==> src/rtl/aclk_time_pkg.sv <==
// Shared types and constants for the alarm-clock current-time counter.
// Optional 12-hour build is selected with the ACLK_12H_MODE_EN macro.
package aclk_time_pkg;

  typedef logic [3:0] bcd_digit_t;

  localparam bcd_digit_t DIGIT_MAX  = 4'd9;
  localparam bcd_digit_t SEC_MS_MAX = 4'd5;
  localparam bcd_digit_t MIN_MS_MAX = 4'd5;
  localparam logic [7:0] HR24_MAX   = 8'd23;
  localparam logic [7:0] HR12_MAX   = 8'd12;

  // Digit positions within the 24-bit {hh,mm,ss} packing (4 bits each)
  localparam int unsigned LS_SEC_IDX = 0;
  localparam int unsigned MS_SEC_IDX = 1;
  localparam int unsigned LS_MIN_IDX = 2;
  localparam int unsigned MS_MIN_IDX = 3;
  localparam int unsigned LS_HR_IDX  = 4;
  localparam int unsigned MS_HR_IDX  = 5;

  function automatic bcd_digit_t digit_at(input logic [23:0] t, input int unsigned idx);
    return t[idx*4 +: 4];
  endfunction

endpackage

==> src/rtl/aclk_bcd_digit.sv <==
// One BCD digit: load has priority over count-enable; wraps to 0 past max_i.
module aclk_bcd_digit
  import aclk_time_pkg::*;
#(
  parameter bcd_digit_t RST_VAL = '0
) (
  input  logic       clk,
  input  logic       reset,
  input  logic       en_i,
  input  logic       load_i,
  input  bcd_digit_t load_val_i,
  input  bcd_digit_t max_i,
  output bcd_digit_t q_o,
  output logic       co_o
);

  bcd_digit_t digit_q, digit_d;

  // Wrap on >= so an out-of-range unchecked load still converges to 0
  assign co_o = en_i && (digit_q >= max_i);
  assign q_o  = digit_q;

  // Next digit value: load, else count with wrap
  always_comb begin
    digit_d = digit_q;
    if (load_i) begin
      digit_d = load_val_i;
    end else if (en_i) begin
      digit_d = (digit_q >= max_i) ? '0 : digit_q + 4'd1;
    end
  end

  // Digit register with synchronous reset
  always_ff @(posedge clk) begin
    if (reset) digit_q <= RST_VAL;
    else       digit_q <= digit_d;
  end

endmodule

==> src/rtl/aclk_time_counter.sv <==
// HH:MM:SS BCD current-time counter with prescaled advance, validated load
// and minute/hour/day rollover strobes.
// Define ACLK_12H_MODE_EN for the 12-hour (12,01..11 + pm) build.
module aclk_time_counter
  import aclk_time_pkg::*;
#(
  parameter int unsigned PRESCALE   = 1,
  parameter bit          LOAD_CHECK = 1'b1
) (
  input  logic        clk,
  input  logic        reset,
  input  logic        tick_in,
  input  logic        load_new_c,
  input  logic [23:0] new_time,
  input  logic        new_pm,
  output logic [23:0] current_time,
  output logic        pm,
  output logic        minute_pulse,
  output logic        hour_pulse,
  output logic        day_pulse,
  output logic        load_err
);

  localparam int unsigned PW = $clog2(PRESCALE + 1);
  localparam logic [PW-1:0] PS_LAST = PW'(PRESCALE - 1);

`ifdef ACLK_12H_MODE_EN
  localparam bcd_digit_t RST_LS_HR = 4'd2;
  localparam bcd_digit_t RST_MS_HR = 4'd1;
`else
  localparam bcd_digit_t RST_LS_HR = 4'd0;
  localparam bcd_digit_t RST_MS_HR = 4'd0;
`endif

  logic [PW-1:0] ps_q, ps_d;
  logic          minute_q, hour_q, day_q, err_q;
  logic          adv, load_ok, load_acc, load_rej;
  logic          hr_force, day_wrap;
  bcd_digit_t    hr_force_ls, hr_force_ms;
  logic [7:0]    hr_bin_q, hr_bin_new;
  bcd_digit_t    nd   [6];
  bcd_digit_t    dq   [6];
  bcd_digit_t    dmax [6];
  bcd_digit_t    dval [6];
  logic          den  [6];
  logic          dload[6];
  logic          dco  [6];
  logic          new_valid;

  // Load decode and validity of the requested time
  always_comb begin
    for (int unsigned i = 0; i < 6; i++) nd[i] = digit_at(new_time, i);
    hr_bin_new = {4'd0, nd[MS_HR_IDX]} * 8'd10 + {4'd0, nd[LS_HR_IDX]};
    new_valid = (nd[MS_SEC_IDX] <= SEC_MS_MAX) && (nd[MS_MIN_IDX] <= MIN_MS_MAX);
    for (int unsigned i = 0; i < 6; i++) begin
      if (nd[i] > DIGIT_MAX) new_valid = 1'b0;
    end
`ifdef ACLK_12H_MODE_EN
    if (hr_bin_new == 8'd0 || hr_bin_new > HR12_MAX) new_valid = 1'b0;
`else
    if (hr_bin_new > HR24_MAX) new_valid = 1'b0;
`endif
    load_ok  = !LOAD_CHECK || new_valid;
    load_acc = load_new_c && load_ok;
    load_rej = load_new_c && !load_ok;
  end

  // Prescaler: a pending load (accepted or not) swallows the tick
  always_comb begin
    adv  = tick_in && (ps_q == PS_LAST) && !load_new_c;
    ps_d = ps_q;
    if (load_acc)         ps_d = '0;
    else if (load_new_c)  ps_d = ps_q;
    else if (tick_in)     ps_d = (ps_q == PS_LAST) ? '0 : ps_q + PW'(1);
  end

  assign hr_bin_q = {4'd0, dq[MS_HR_IDX]} * 8'd10 + {4'd0, dq[LS_HR_IDX]};

`ifdef ACLK_12H_MODE_EN
  logic pm_q, pm_d;
  logic hr_is11, hr_is12;

  // Hour-pair wrap: 11->12 toggles pm, 12->01; day ends when pm falls
  always_comb begin
    hr_is11     = (hr_bin_q == HR12_MAX - 8'd1);
    hr_is12     = (hr_bin_q == HR12_MAX);
    hr_force    = dco[MS_MIN_IDX] && (hr_is11 || hr_is12);
    hr_force_ms = hr_is12 ? 4'd0 : 4'd1;
    hr_force_ls = hr_is12 ? 4'd1 : 4'd2;
    day_wrap    = dco[MS_MIN_IDX] && hr_is11 && pm_q;
    pm_d        = pm_q;
    if (load_acc)                          pm_d = new_pm;
    else if (dco[MS_MIN_IDX] && hr_is11)   pm_d = !pm_q;
  end

  // PM flag register
  always_ff @(posedge clk) begin
    if (reset) pm_q <= 1'b0;
    else       pm_q <= pm_d;
  end

  assign pm = pm_q;
`else
  logic unused_new_pm;

  // Hour-pair wrap: 23 -> 00 closes the day
  always_comb begin
    hr_force    = dco[MS_MIN_IDX] && (hr_bin_q == HR24_MAX);
    hr_force_ms = 4'd0;
    hr_force_ls = 4'd0;
    day_wrap    = hr_force;
  end

  assign unused_new_pm = new_pm;
  assign pm            = 1'b0;
`endif

  // Per-digit enable/load/limit; carries ripple within the same edge
  always_comb begin
    for (int unsigned i = 0; i < 6; i++) begin
      den[i]   = (i == 0) ? adv : dco[i-1];
      dload[i] = load_acc;
      dval[i]  = nd[i];
      dmax[i]  = DIGIT_MAX;
    end
    dmax[MS_SEC_IDX]  = SEC_MS_MAX;
    dmax[MS_MIN_IDX]  = MIN_MS_MAX;
    dload[LS_HR_IDX]  = load_acc || hr_force;
    dload[MS_HR_IDX]  = load_acc || hr_force;
    if (!load_acc) begin
      dval[LS_HR_IDX] = hr_force_ls;
      dval[MS_HR_IDX] = hr_force_ms;
    end
  end

  for (genvar g = 0; g < 6; g++) begin : g_digit
    aclk_bcd_digit #(
      .RST_VAL((g == LS_HR_IDX) ? RST_LS_HR : (g == MS_HR_IDX) ? RST_MS_HR : 4'd0)
    ) u_digit (
      .clk        (clk),
      .reset      (reset),
      .en_i       (den[g]),
      .load_i     (dload[g]),
      .load_val_i (dval[g]),
      .max_i      (dmax[g]),
      .q_o        (dq[g]),
      .co_o       (dco[g])
    );
  end

  logic unused_co;
  assign unused_co = dco[MS_HR_IDX];

  // Prescaler and one-cycle strobe registers
  always_ff @(posedge clk) begin
    if (reset) begin
      ps_q     <= '0;
      minute_q <= 1'b0;
      hour_q   <= 1'b0;
      day_q    <= 1'b0;
      err_q    <= 1'b0;
    end else begin
      ps_q     <= ps_d;
      minute_q <= dco[MS_SEC_IDX];
      hour_q   <= dco[MS_MIN_IDX];
      day_q    <= day_wrap;
      err_q    <= load_rej;
    end
  end

  assign current_time = {dq[5], dq[4], dq[3], dq[2], dq[1], dq[0]};
  assign minute_pulse = minute_q;
  assign hour_pulse   = hour_q;
  assign day_pulse    = day_q;
  assign load_err     = err_q;

endmodule

==> config.mk <==
export PLATFORM = sky130hd
export DESIGN_NAME = aclk_time_counter
export DESIGN_NICKNAME = d
export VERILOG_FILES = /design/src/rtl/aclk_time_pkg.sv /design/src/rtl/aclk_bcd_digit.sv /design/src/rtl/aclk_time_counter.sv
export SDC_FILE = /design/constraint.sdc
export NUM_CORES = 1
export LEC_CHECK = 0
export BUFFER_PORTS_ARGS = -buffer_cell sky130_fd_sc_hd__buf_2
export CAP_MARGIN = 10
export CORE_MARGIN = 8
export CORE_UTILIZATION = 58
export DETAILED_ROUTE_END_ITERATION = 8
export GPL_TIMING_DRIVEN = 0
export MAX_ROUTING_LAYER = met4
export PLACE_DENSITY = 0.94
export SLEW_MARGIN = 20
export SYNTH_ARGS = -nofsm -noshare
export SYNTH_HDL_FRONTEND = slang
export SYNTH_SLANG_ARGS = --single-unit
==> constraint.sdc <==
create_clock -name clk -period 5.2 [get_ports clk]
set_input_delay 0 -clock clk [delete_from_list [all_inputs] [get_ports clk]]
set_output_delay 0 -clock clk [all_outputs]
set_load 0.02 [all_outputs]
==> results.txt, run 1 <==
Outcome = complete, no violations
TNS Setup = 0 ns
Global route overflow = 0
IO Count = 58
Max clock buf depth = 2
Post-route design area = 2910 um2
Sequential area share after synthesis = 23.2%
# Post-CTS Setup Buffers = 0
Synthesized instance count = 289
Crit-path cells = ha_1, ha_1, inv_1, fa_1, a211o_1, nand2_1, nand3_1, o21ai_0, a211oi_1, nor3_1
Routed WL = 7080 um
Vias per cell = 6.33
Worst Hold Class = input pin to register
Layout cell share with drive strength beyond 1 = 24.4%
Die ar. = 6480 um2
Vias in the first global route = 2473
Initial core utilization = 60.4%
Final Setup Violations = 0
Clk Latency, worst-skew pair = 0.29 ns
Fin crit period = 2.88 ns
GP Congestion = 0.907
Vias = 2576
Antenna violations before repair = 0
WS Path Type = register to register
Synth top area cells = dfxtp_1 (23%), ha_1 (17%), nor2_1 (4.2%)
CP max-delay cell = o21ai_0
Slew @ Worst Pin = 0.889 ns
Syn_nets = 354
Area of placed instances = 2750 um2
Async S/R FF share, synth = 0%
Most common cell on crit path = ha_1
Ys Warns = 0
Root buffer cell = clkbuf_8
Main synth FF type = dfxtp_1
Drt pass-1 iters = 4
Count leader, synth = ha_1
Slew HR = 40.2%
Post-synth EDFFs = 0
Crit path arrival time = 3.08 ns
Sw Pwr = 130 uW
Antenna cell count = 0
Clk pwr share = 37.0%
Final setup margin = 2.32 ns
Tot Pwr = 489 uW
Peak VDD IR = 0.000196 V
DRC Markers = 0
Combinational power share = 18.3%
Worst-path clk slew = 0.10 ns
Die Span Y = 80.5 um
Critical Path Source Type = register
Drt initial violations = 282
Post-synth top area cell = dfxtp_1
Buffers added on ports = 55
Final Skew = 0.00453 ns
Worst path bufs/invs = 1
Slew Limit Fails = 0
Synth cell count leaders = ha_1 (32), dfxtp_1 (28), nor2_1 (27)
Part of the power in registers = 44.7%
CP max FO = 7
Crit end category = register
PwrDens = 168 nW/um2
Placement Setup Slack = 2.47 ns
CTS Buf Count = 3
Hold violation count in the final report = 0
FF+latch count, synth = 28
FP Rows = 23
RSZ-0062 raised after global routing = no
Synth unique cells = 63
H-tree levels = 1
DIE WIDTH = 80.5 um
Largest net degree at the start of global routing = 17
Core area = 4000 um2
CTS tree = built
Lkg Pwr = 0.00136 uW
Max-capacitance violation count = 0
Final Cycle Share = 55.4%
CP peak stage delay = 0.54 ns
Share of the synthesized area in the top cell type = 23.2%
Switching portion of total power = 26.6%
First-pass GRT wire length = 11300 um
Clock Sink Count = 28
Area Growth Syn to Fin = 20.7%
Post-Syn Area = 2410 um2
Nets = 423
WL/cell = 17.4 um
Syn Area/Cell = 8.36 um2
Routed Antenna Nets = 0
Delay-heaviest family, CP = compound AO/OA/AOI/OAI gates
Critical Path RT = 5.41 ns
Total global-route track usage = 22.0%
Internal power = 359 uW
DP HPWL = 5160 um
Max Freq = 347 MHz
==> flip-flops by register name, summed over array words and instances, names as in the netlist <==
name	cells
minute_pulse	1
load_err	1
g_digit.u_digit.q_o	24
hour_pulse	1
day_pulse	1
==> through the flow <==
stage / utilization [%] / hold slack [ns] / std cells
detailed placement: 68.8 / 0.263 / 394
finish: 72.8 / 0.0132 / 407
global route: 72.8 / 0.0174 / 407
CTS: 72.8 / 0.0111 / 407
global placement: 68.8 / 0.259 / 394
floorplan: - / 0.140 / 289
==> area by class of cell <==
cell class	count	area [um2]
fill	298	1090
inverter	23	86.3
clock buffer	3	41.3
multi-input combinational	229	1700
timing repair buffer	64	365
tap	50	62.6
clock inverter	1	30.0
sequential	28	561
buffer	9	71.3
==> layer usage <==
layer,part of all wire [%],vias up,wire length (um),global-route usage [%]
met4,2.7,0,193,9.27
met2,49,159,3440,37.0
met1,40,1198,2810,24.9
met5,0,-,0,-
li1,-,1192,-,-
met3,9.1,27,644,3.91
==> power by group through the flow <==
stage / combinational [uW] / sequential [uW] / clock (uW)
6_report: 89.2 / 218 / 181
5_1_grt: 95.9 / 219 / 188
4_1_cts: 86.6 / 218 / 181
3_5_place_dp: 80.2 / 223 / 0
3_3_place_gp: 76.3 / 223 / 0
2_1_floorplan: 49.6 / 225 / 0
==> worst paths after layout <==
check,start,endpoint,slack [ns],cells past startpoint
hold reg to reg,g_digit[3].u_digit.q_o[3],g_digit[3].u_digit.q_o[3],0.52,2
setup reg to reg,g_digit[5].u_digit.q_o[1],g_digit[5].u_digit.q_o[1],2.32,10
hold / removal,new_time[5],g_digit[1].u_digit.q_o[1],0.01,3
setup / recovery,g_digit[5].u_digit.q_o[1],g_digit[5].u_digit.q_o[1],2.32,10
==> cell usage in the layout (no fill, tap or decap), drive strengths merged, types with 4 or more instances in the layout <==
master and instances:
nand3 16, a21o 7, a211oi 15, fa 4, inv 23, a211o 4
nor2 27, nand2 12, o21ai 11, a31oi 8, dfxtp 28, a21oi 18
ha 32, buf 60, dlygate4sd3 9, clkbuf 7, nor3 16, nand4 6
and3 4
==> timing repair <==
| item | 4_1_cts | 5_1_grt |
|---|---|---|
| resized for setup | 0 | 0 |
| hold endpoints to repair | 9 | 0 |
| hold buffers | 9 | 0 |
==> worst register-to-register path: cells and delay by family, from the launching register on <==
family                   cells  cell delay [ns]
AND/OR/NAND/NOR              3             0.46
adder cells (fa/ha/maj)      3             0.88
AO/OA/AOI/OAI                3             0.99
buffers and inverters        1             0.05
flip-flops                   1             0.42
==> cells by family (layout without fill, tap and decap cells) <==
family / Yosys count / count (layout) / share of synthesized area, %
AO/OA/AOI/OAI: 84 / 84 / 24.5
XOR/XNOR: 4 / 4 / 1.45
adder cells (fa/ha/maj): 36 / 36 / 19.9
buffers and inverters: 32 / 100 / 6.53
flip-flops: 28 / 28 / 23.2
multiplexers: 1 / 1 / 0.415
other: 1 / 1 / 0.155
AND/OR/NAND/NOR: 103 / 103 / 23.8
Note: power is estimated with default switching activity, not from simulation.
==> run 2, diff against run 1 <==
CORE_UTILIZATION = 54   (was 58)
PLACE_DENSITY = 0.89   (was 0.94)
clock period = 2.8 ns   (was 5.2 ns; I/O delays follow)
==> run 2 against run 1 <==
Compared with the run above:
- the run now ends with negative hold slack left
- register-to-register slack worse by 2.2 ns
- combinational power is 74% higher
- sequential share of layout area is 0.10 points higher
- cell count is 0.25% lower
- global-route usage is 2.6 points lower
- via count is 4.2% lower
- worst hold slack worse by 0.016 ns
- wire length is 6.5% lower
==> results.txt, run 2 (synthesis gave the netlist of run 1 again) <==
Critical R2R Launch = g_digit[5].u_digit.q_o[1]
Max Freq = 380 MHz (+9.4%)
Largest net degree at the start of global routing = 17 (unchanged)
Max-capacitance violation count = 0 (unchanged)
First-pass GRT wire length = 11300 um (about the same)
Hold-critical path depth = 3 (unchanged)
Peak VDD IR = 0.000193 V (-1.5%)
Antenna violations before repair = 0 (unchanged)
Routed WL = 6620 um (-6.5%)
DRC Markers = 0 (unchanged)
Buffers added on ports = 55 (unchanged)
# Post-CTS Setup Buffers = 0 (unchanged)
Core area = 4320 um2 (+8.1%)
Worst Hold Class = input pin to register
WL/cell = 16.3 um (-6.3%)
Min-delay src = new_time[9]
Root buffer cell = clkbuf_8
Vias per cell = 6.08 (-4.0%)
Die ar. = 6870 um2 (+5.9%)
Final setup margin = 0.168 ns (-2.15 ns)
Critical Path Source Type = register
Reg2reg setup slack = 0.17 ns (-2.15 ns)
Lkg Pwr = 0.00135 uW (-0.88%)
Area Growth Syn to Fin = 20.1%
Antenna cell count = 0 (unchanged)
Hold_ws = -0.00229 ns (-0.0155 ns)
CP max FO = 7 (unchanged)
Drt pass-1 iters = 4 (unchanged)
Post-route design area = 2900 um2 (-0.52%)
Reg area = 561 um2 (unchanged)
Nets = 420 (-0.71%)
TNS Setup = 0 ns (unchanged)
Initial core utilization = 55.8% (-4.5 points)
RSZ-0062 raised after global routing = no
Most common cell after layout, fill and taps aside = buf_2
Crit path arrival time = 2.80 ns (-0.28 ns)
Crit end category = register
Hold violation count in the final report = 1 (+1)
Total global-route track usage = 19.4% (-2.6 points)
Slew HR = 36.2% (-4.0 points)
Fin crit period = 2.63 ns (-0.247 ns)
Outcome = complete, but fails checks
DP HPWL = 5020 um (-2.7%)
WS Path Type = register to register
CTS tree = built
Global route overflow = 0 (unchanged)
FILL cells = 366 (+23%)
Area of placed instances = 2760 um2 (about the same)
Dpl cells = 396 (+0.51%)
Final Setup Violations = 0 (unchanged)
CTS Buf Count = 3 (unchanged)
PwrDens = 308 nW/um2 (+84%)
H-tree levels = 1 (unchanged)
Slew Limit Fails = 0 (unchanged)
Area of the multi-input gates = 1710 um2 (+0.74%)
RR Endpoint = g_digit[5].u_digit.q_o[2]
GP Congestion = 0.870 (-4.1%)
Vias = 2468 (-4.2%)
DIE WIDTH = 82.9 um (+2.9%)
Most frequent cells in the layout = buf_2 (57), ha_1 (32), dfxtp_1 (28)
Vias in the first global route = 2399 (-3.0%)
Layout cell share with drive strength beyond 1 = 25.4% (+1.1 points)
Slew @ Worst Pin = 0.948 ns (+0.0588 ns)
Routed Antenna Nets = 0 (unchanged)
Failing checks = negative hold slack
Critical Path RT = 2.97 ns (-2.44 ns)
Max clock buf depth = 2 (unchanged)
R2R depth = 10 (unchanged)
Final Skew = 0.00352 ns (-0.00101 ns)
IO Count = 58 (unchanged)
Hold EP = g_digit[2].u_digit.q_o[1]
Clock Sink Count = 28 (unchanged)
Die Span Y = 82.9 um (+2.9%)
Drt initial violations = 211 (-25%)
Post-route insts no fill = 406 (-0.25%)
Final Cycle Share = 94.0% (+39 points)
Max reg flops = 24 (unchanged)
Placement Setup Slack = 0.0910 ns (-2.38 ns)
Worst-path clk slew = 0.10 ns (about the same)
Clk Latency, worst-skew pair = 0.28 ns (about the same)
FP Rows = 24 (+4.3%)
Tot Pwr = 892 uW (+83%)
run 2: cell types whose count changed in the layout (fill, tap and decap cells not counted), sizes merged:
cell,previous run,this run
dlygate4sd3,9,6
run 2: area by class of cell:
type / count / share of cell area (%)
buffer: 9 / 2.46
clock buffer: 3 / 1.42
inverter: 23 / 2.98
timing repair buffer: 61 / 11.6
clock inverter: 1 / 1.04
tap: 52 / 2.24
multi-input combinational: 229 / 59.0
sequential: 28 / 19.3
run 2: what timing repair did:
item | in CTS | in global routing
endpoints found under the hold margin | 6 | 0
gates resized for setup | 0 | 4
endpoints found under the setup margin | 0 | 5
hold buffers | 6 | 0
run 2: stage by stage:
stage	hold WS, ns	utilization (%)
6_report	-0.00229	67.0
3_3_place_gp	0.257	63.7
2_1_floorplan	0.140	-
3_5_place_dp	0.262	63.7
4_1_cts	0.00181	66.8
5_1_grt	0.00613	67.0
run 2: critical path, cell delays in order, from the launching register on:
cell and delay [ns]:
dfxtp_1 0.41, ha_1 0.33, ha_1 0.17, inv_1 0.06, fa_1 0.37, a211o_1 0.27
nand2_1 0.09, nand3_2 0.13, nor2_2 0.19, a2111oi_2 0.09, or3_1 0.39
run 2: worst max-delay path by stage:
stage	start	slack (ns)	cells after the start	end
after CTS	g_digit[5].u_digit.q_o[1]	0.05	10	g_digit[5].u_digit.q_o[2]
after detailed placement	g_digit[5].u_digit.q_o[1]	0.09	10	g_digit[5].u_digit.q_o[2]
after global placement	g_digit[5].u_digit.q_o[1]	0.14	10	g_digit[5].u_digit.q_o[2]
after floorplan	g_digit[5].u_digit.q_o[1]	0.26	10	g_digit[4].u_digit.q_o[2]
after global routing	g_digit[5].u_digit.q_o[1]	0.04	10	g_digit[5].u_digit.q_o[2]
final	g_digit[5].u_digit.q_o[1]	0.17	10	g_digit[5].u_digit.q_o[2]
run 2: layer usage:
metal  vias up  global-route usage, %  share of wire [%]
met2        90                   31.4                 49
met3        14                   3.03                5.8
li1       1199                      -                  -
met5         -                      -                  0
met4         0                   6.87                1.9
met1      1165                   23.8                 43
run 2: power breakdown:
| group | leakage [uW] | internal, uW | switching [uW] |
|---|---|---|---|
| sequential | 0.000226 | 401 | 4.24 |
| clock | 0.0000357 | 192 | 140 |
| combinational | 0.00109 | 69.5 | 86.0 |
| total | 0.00135 | 663 | 230 |
==> run 3, diff against run 2 <==
CTS_CLUSTER_DIAMETER = 150   (was not set)
PLACE_DENSITY = 0.85   (was 0.89)
==> run 3 against run 2 <==
Compared with the run above:
- the run still ends with negative hold slack left
- total power increased by 1.1%
- clock power increased by 2%
- setup slack improved by 0.0048 ns
- maximum frequency increased by 0.18%
- highest routed layer unchanged
==> results.txt, run 3 (synthesis gave the netlist of run 1 again) <==
Max reg flops = 24 (unchanged)
Worst Hold Class = input pin to register
WL/cell = 16.7 um (+2.4%)
Final Cycle Share = 93.8% (-0.17 points)
Slew Limit Fails = 0 (unchanged)
Worst-path clk slew = 0.11 ns (about the same)
Most common cell after layout, fill and taps aside = buf_2
IO Count = 58 (unchanged)
Nets = 421 (+0.24%)
M3 GR Usage = 2.64% (-0.39 points)
DRC Markers = 0 (unchanged)
Antenna cell count = 0 (unchanged)
Core area = 4320 um2 (unchanged)
Buffers added on ports = 55 (unchanged)
Worst path bufs/invs = 1 (unchanged)
WS Path Type = register to register
DIE WIDTH = 82.9 um (unchanged)
Routed Antenna Nets = 0 (unchanged)
Antenna violations before repair = 0 (unchanged)
Crit path arrival time = 2.80 ns (about the same)
CTS Buf Count = 3 (unchanged)
Lkg Pwr = 0.00135 uW (+0.48%)
Vias in the first global route = 2428 (+1.2%)
Top Usage Layer GRT = met2
Root buffer cell = clkbuf_8
Final Skew = 0.00403 ns (+0.000513 ns)
Most frequent cells in the layout = buf_2 (57), ha_1 (32), dfxtp_1 (28)
R2R depth = 10 (unchanged)
Global route overflow = 0 (unchanged)
Clock Sink Count = 28 (unchanged)
Critical Path RT = 2.98 ns (about the same)
Failing checks = negative hold slack
RSZ-0062 raised after global routing = no
Reg2reg setup slack = 0.17 ns (about the same)
Clk Latency, worst-skew pair = 0.29 ns (about the same)
Routed WL = 6800 um (+2.7%)
DP HPWL = 5110 um (+1.7%)
Die ar. = 6870 um2 (unchanged)
CP Launch Point = g_digit[5].u_digit.q_o[1]
Total global-route track usage = 19.3% (-0.13 points)
RR Endpoint = g_digit[5].u_digit.q_o[2]
Vias = 2470 (+0.081%)
Max clock buf depth = 2 (unchanged)
Most common cell on crit path = ha_1
Drt initial violations = 239 (+13%)
Crit path depth = 10 (unchanged)
TNS Setup = 0 ns (unchanged)
Slew @ Worst Pin = 1.15 ns (+0.198 ns)
Hold violation count in the final report = 1 (unchanged)
H-tree levels = 1 (unchanged)
Slew HR = 22.9% (-13 points)
Fin crit period = 2.63 ns (-0.00480 ns)
Critical R2R Launch = g_digit[5].u_digit.q_o[1]
Drt pass-1 iters = 5 (+1)
Initial core utilization = 55.8% (unchanged)
GP Congestion = 0.883 (+1.5%)
Final Setup Violations = 0 (unchanged)
Critical Path Source Type = register
Vias per cell = 6.07 (-0.16%)
Largest net degree at the start of global routing = 17 (unchanged)
First-pass GRT wire length = 11100 um (-1.8%)
Met2 Track Usage GR = 32.7% (+1.3 points)
Max Freq = 381 MHz (+0.18%)
Die Span Y = 82.9 um (unchanged)
Delay-heaviest family, CP = adder cells
Crit end category = register
Hold_ws = -0.00567 ns (-0.00338 ns)
FP Rows = 24 (unchanged)
GR Util met1 = 22.1% (-1.7 points)
CTS tree = built
Area Growth Syn to Fin = 20.8%
PwrDens = 309 nW/um2 (+0.47%)
Peak VDD IR = 0.000189 V (-2.0%)
Max-capacitance violation count = 0 (unchanged)
Outcome = complete, but fails checks
CP peak stage delay = 0.42 ns (about the same)
Critical path endpoint = g_digit[5].u_digit.q_o[2]
Layout cell share with drive strength beyond 1 = 25.6% (+0.21 points)
CP max FO = 7 (unchanged)
CP max-delay cell = dfxtp_1
Crit-path cells = ha_1, ha_1, inv_1, fa_1, a211o_1, nand2_1, nand3_2, nor2_4, a2111oi_2, or3_1
-- run 3: cell count changes in the layout (fill, tap and decap cells not counted), sizes merged --
cell         change
dlygate4sd3      +1
-- run 3: area by class of cell --
cell class / count / area, um2
Fill cell: 377 / 1410
Multi-Input combinational cell: 229 / 1720
Tap cell: 52 / 65.1
Sequential cell: 28 / 561
Clock buffer: 3 / 41.3
Timing Repair Buffer: 62 / 345
Inverter: 23 / 86.3
Clock inverter: 1 / 30.0
Buffer: 9 / 71.3
-- run 3: power by group --
part           internal [uW]  switching (uW)  total [uW]  leakage [uW]
combinational           70.8            87.2         158       0.00109
sequential               401            4.07         405      0.000226
clock                    192             147         339     0.0000357
total                    664             238         903       0.00135
-- run 3: timing repair --
item / 4_1_cts / 5_1_grt
buffers inserted: 0 / 0
hold buffers: 6 / 1
endpoints found under the hold margin: 6 / 1
resized for setup: 0 / 6
endpoints found under the setup margin: 0 / 5
-- run 3: worst min path at each step --
| stage | from | end | cells past startpoint |
|---|---|---|---|
| after CTS | new_time[9] | g_digit[2].u_digit.q_o[1] | 3 |
| after global placement | new_time[16] | g_digit[4].u_digit.q_o[0] | 2 |
| after detailed placement | new_time[16] | g_digit[4].u_digit.q_o[0] | 2 |
| after floorplan | new_time[3] | g_digit[0].u_digit.q_o[3] | 2 |
| after global routing | new_time[10] | g_digit[2].u_digit.q_o[2] | 3 |
| final | new_time[1] | g_digit[0].u_digit.q_o[1] | 3 |
-- run 3: metal layers --
layer,share of wire (%),vias to the layer above
met3,5.3,22
met2,52,94
li1,-,1196
met1,41,1158
met4,2.3,0
met5,0,-
-- run 3: stage by stage --
step | instance area (um2) | setup slack (ns) | cells | total power [uW] | utilization [%]
final | 2920 | 0.173 | 407 | 903 | 67.5
after global placement | 2760 | 0.112 | 396 | 557 | 63.7
after global routing | 2920 | 0.0152 | 407 | 934 | 67.5
after floorplan | 2410 | 0.261 | 289 | 510 | -
after CTS | 2890 | 0.0526 | 406 | 890 | 66.8
after detailed placement | 2760 | 0.0870 | 396 | 563 | 63.7
-- run 3: worst min-delay path, stage by stage --
cell and delay (ns):
buf_2 0.10, nor2_1 0.09, a211oi_1 0.05
